$ cat src/rtl/dmg_timer.sv
// DMG divider/timer (DIV, TIMA, TMA, TAC) with falling-edge TIMA clocking,
// write-induced glitch increments and the delayed overflow reload.
module dmg_timer #(
   parameter int OVF_DELAY = 4
) (
   input  logic       clk,
   input  logic       res,
   input  logic       ce,
   input  logic       cs,
   input  logic       wr,
   input  logic [1:0] addr,
   input  logic [7:0] din,
   output logic [7:0] dout,
   output logic       irq_req
);

   // state  | meaning
   // RUN    | TIMA counts falling edges of the selected divider tap
   // OVF    | TIMA reads 00, counting down dly before the TMA reload
   // RELOAD | one ce-cycle after reload; TIMA writes ignored, TMA writes mirror into TIMA
   typedef enum logic [1:0] {RUN, OVF, RELOAD} state_t;

   state_t      state;
   logic [15:0] div_cnt;
   logic [7:0]  tima;
   logic [7:0]  tma;
   logic [2:0]  tac;
   logic [3:0]  dly;
   logic        sig_prev;

   logic        tap_bit;
   logic        sig;
   logic        fall;
   logic        wr_div;
   logic        wr_tima;
   logic        wr_tma;
   logic        wr_tac;

   always_comb begin
      tap_bit = 1'b0;
      case (tac[1:0])
         2'b00: tap_bit = div_cnt[9];
         2'b01: tap_bit = div_cnt[3];
         2'b10: tap_bit = div_cnt[5];
         2'b11: tap_bit = div_cnt[7];
         default: tap_bit = 1'b0;
      endcase
   end

   // Sampling the gated tap from registers is what makes DIV/TAC writes glitch.
   assign sig  = tac[2] & tap_bit;
   assign fall = sig_prev & ~sig;

   assign wr_div  = cs & wr & (addr == 2'd0);
   assign wr_tima = cs & wr & (addr == 2'd1);
   assign wr_tma  = cs & wr & (addr == 2'd2);
   assign wr_tac  = cs & wr & (addr == 2'd3);

   always_comb begin
      dout = 8'h00;
      case (addr)
         2'd0: dout = div_cnt[15:8];
         2'd1: dout = tima;
         2'd2: dout = tma;
         2'd3: dout = {5'b11111, tac};
         default: dout = 8'h00;
      endcase
   end

   always_ff @(posedge clk) begin
      if (res) begin
         div_cnt  <= 16'h0000;
         tima     <= 8'h00;
         tma      <= 8'h00;
         tac      <= 3'b000;
         sig_prev <= 1'b0;
         state    <= RUN;
         dly      <= 4'd0;
         irq_req  <= 1'b0;
      end else begin
         // The request is a single clk pulse even when ce is sparse.
         irq_req <= 1'b0;
         if (ce) begin
            div_cnt  <= wr_div ? 16'h0000 : div_cnt + 16'd1;
            sig_prev <= sig;
            if (wr_tma) tma <= din;
            if (wr_tac) tac <= din[2:0];
            case (state)
               RUN: begin
                  if (wr_tima) begin
                     tima <= din;
                  end else if (fall) begin
                     if (tima == 8'hFF) begin
                        tima  <= 8'h00;
                        dly   <= 4'(OVF_DELAY - 1);
                        state <= OVF;
                     end else begin
                        tima <= tima + 8'd1;
                     end
                  end
               end
               OVF: begin
                  if (wr_tima) begin
                     tima  <= din;
                     dly   <= 4'd0;
                     state <= RUN;
                  end else if (dly != 4'd0) begin
                     dly <= dly - 4'd1;
                  end else begin
                     tima    <= wr_tma ? din : tma;
                     irq_req <= 1'b1;
                     state   <= RELOAD;
                  end
               end
               RELOAD: begin
                  if (wr_tma) tima <= din;
                  state <= RUN;
               end
               default: state <= RUN;
            endcase
         end
      end
   end

endmodule

$ cat config.mk
export PLATFORM = sky130hd
export DESIGN_NAME = dmg_timer
export DESIGN_NICKNAME = d
export VERILOG_FILES = /design/src/rtl/dmg_timer.sv
export SDC_FILE = /design/constraint.sdc
export NUM_CORES = 1
export LEC_CHECK = 0
export BUFFER_PORTS_ARGS = -buffer_cell sky130_fd_sc_hd__buf_2
export CAP_MARGIN = 5
export CORE_ASPECT_RATIO = 1.75
export CORE_MARGIN = 10
export CORE_UTILIZATION = 40
export CTS_CLUSTER_DIAMETER = 50
export DETAILED_ROUTE_END_ITERATION = 16
export HOLD_SLACK_MARGIN = 0.08
export PLACE_DENSITY = 0.66
export SLEW_MARGIN = 20
export SYNTH_ARGS = -nofsm -noshare
export SYNTH_HDL_FRONTEND = slang
export SYNTH_SLANG_ARGS = --single-unit
$ cat constraint.sdc
create_clock -name clk -period 3.2 [get_ports clk]
set_clock_uncertainty 0.15 [all_clocks]
set_input_delay 0.64 -clock clk [delete_from_list [all_inputs] [get_ports clk]]
set_output_delay 0.64 -clock clk [all_outputs]
set_load 0.005 [all_outputs]
==> flow_metrics.tcl <==
set metrics [dict create \
    fin_crit_ns 2.49 \
    synth_top_cells_by_count "dfxtp_1, nand2_1, a21oi_1, nor2_1, o21ai_0" \
    cts_made_buffers 5 \
    dp_hpwl_mm 5.56 \
    rsz0062_at_grt "false" \
    min_path_type "register to register" \
    cp.arrival_ns 2.52 \
    syn_avg_cell_area_um2 8.33 \
    grtUsageMet3_pct 2.15 \
    synth_ff_type "dfxtp_1" \
    required_ns 3.23 \
    overflow 0 \
    grt.busiest_layer "met2" \
    finalSetupTns_ns 0 \
    synth.largest_area_cell "dfxtp_1" \
    rr_worst_depth 6 \
    p_leak_nw 0.995 \
    fmax_ghz 0.401 \
    wire_per_inst_um 17.6 \
    finalHoldViolCount 0 \
    firstDrtPassIters 4 \
    port_buffers 23 \
    drt-initial-drc-count 146 \
    ctsHtreeMaxLevel 2 \
    grt_antenna_before_repair 0 \
    antenna_cells 0 \
    via_per_inst 5.96 \
    whs_ns 0.349 \
    cts_hold_buf 0 \
    wirelength_mm 7.43 \
    endpoint "dly[2]" \
    cts_tree "yes" \
    syn_nets 350 \
    clock_path_buffers 2 \
    yosysMostFrequentCell "dfxtp_1" \
    grt_max_degree 26 \
    core-area_um2 6590 \
    status "completed" \
    clock_latency_ns 0.29 \
    syn2layout_area_growth_pct 10.1 \
    pin_count 24 \
    grt_use_met2_pct 25.5 \
    drcViolationCount 0 \
    power.density_nw_per_um2 396 \
    utilization_pct 45.5 \
    reg2reg_to "dly[2]" \
    worstHoldStart "tma[6]" \
    post_cts_buffers 0 \
    seq_area_frac_synth_pct 31.6 \
    dieArea_um2 10600 \
    syn_inst 327 \
    use_met1_pct 15.2 \
    grt_pass1_vias 2611 \
    ff2ff_setup_slack_ns 0.71 \
    synth_top_area_share_pct 31.6 \
    clkTransAtPathRegs_ns 0.07 \
    synth_cell_type_count 68 \
    die_y_um 129 \
    rows 39 \
    finalCritPeriodShare_pct 77.9 \
    fp.dieW_um 82.4 \
    cts-root-buf "clkbuf_16" \
    worstPathMaxFanout 21 \
    cp-start-kind "register" \
    ys_ff_latch 43 \
    ant_nets 0 \
    worst_slew_pin_slew_ns 0.831 \
    drv_cap 0 \
    critPathCaptureType "register" \
    grt_pass1_wl_mm 12.3 \
    timing.rr.start "state[1]" \
    netlist_area_um2 2720 \
    synth-edff-count 0 \
    crit_type "register to register" \
    post_cts_resized 0 \
    cts_sinks 43 \
    layout-drive-gt1-share_pct 17.4 \
    initial_core_util_pct 41.3 \
    p_total_mw 1.19 \
    yosysWarnings 0 \
    vias 2511 \
    synth.area.top_cells "dfxtp_1, nand2_1, a21oi_1" \
    relSlewSlack_pct 44.6 \
    ir_drop_v 0.000291 \
    gp_congestion 0.945 \
    layout.nets 361 \
    synthArstFlopShare_pct 0 \
    grt_use_total_pct 14.6 \
    slew_viol_final 0 \
    cp-startpoint "state[1]" \
    setup_violations 0 \
]
routing by layer:
metal,share of wire (%),wire (um),up-vias
li1,-,-,1240
met1,41,3010,1180
met2,53,3940,62
met3,2.1,155,29
met4,4.3,318,0
met5,0,0,-
power breakdown:
part | internal (mW) | switching (mW) | leakage, nW
Sequential | 0.544 | 0.0129 | 0.348
Combinational | 0.0439 | 0.0713 | 0.582
Clock | 0.288 | 0.228 | 0.0658
Total | 0.876 | 0.312 | 0.995
state kept, by name (all words and copies together) (netlist names):
register and flops:
state 2, tima 8, tma 8, tac 3, sig_prev 1, div_cnt 16, dly 4, irq_req 1
area by class of cell:
class	count	area (um^2)
fill	668	3590
multi-input combinational	254	1730
sequential	43	861
timing repair buffer	25	130
clock buffer	5	125
tap	82	103
inverter	9	33.8
clock inverter	3	20.0
how the worst min path moves through the flow:
stage,end,slack [ns],cells past startpoint
2_1_floorplan,tma[1],0.31,2
3_3_place_gp,tma[7],0.33,2
3_5_place_dp,tma[6],0.34,2
4_1_cts,tma[3],0.34,2
5_1_grt,tma[6],0.37,2
6_report,tma[6],0.35,2
metrics by stage:
stage | area (um^2) | cells | setup slack (ns)
2_1_floorplan | 2720 | 327 | 0.683
3_3_place_gp | 2850 | 413 | 0.645
3_5_place_dp | 2850 | 413 | 0.576
4_1_cts | 3000 | 421 | 0.701
5_1_grt | 3000 | 421 | 0.455
6_report | 3000 | 421 | 0.706
worst max-delay path, stage by stage (launching register included):
cell     delay, ns
dfxtp_1       0.33
inv_1         0.10
ha_1          0.70
o21ai_0       0.31
a31oi_2       0.31
nand2_2       0.12
o41ai_1       0.34
kinds of logic (layout without fill, tap and decap cells):
logic type | count (synthesis) | count (layout) | share of synthesized area, %
DFF | 43 | 43 | 31.6
buffers and inverters | 30 | 42 | 5.05
AOI/OAI and AO/OA | 100 | 100 | 26.1
and+or+nand+nor | 118 | 118 | 22.1
muxes | 11 | 11 | 5.65
xor gates and xnor gates | 17 | 17 | 5.74
adders and majority gates | 8 | 8 | 3.67
cells in the final DEF, fill, tap and decap left out, types with 3 or more instances in the layout:
cell type  instances
nor3_1             6
nand2_1           35
inv_1              9
o21ai_0           22
ha_1               8
nor4_1             3
xnor2_1            7
mux2_2             5
o31ai_1            4
xor2_1             9
a21oi_1           25
mux2i_1            3
o211ai_1           6
nand4_1            9
mux4_2             3
dfxtp_1           43
buf_2             23
nand3_1           16
nor2_1            25
or3_1              4
clkbuf_16          5
a211oi_1           6
o22a_1             6
Note: power is estimated with default switching activity, not from simulation.
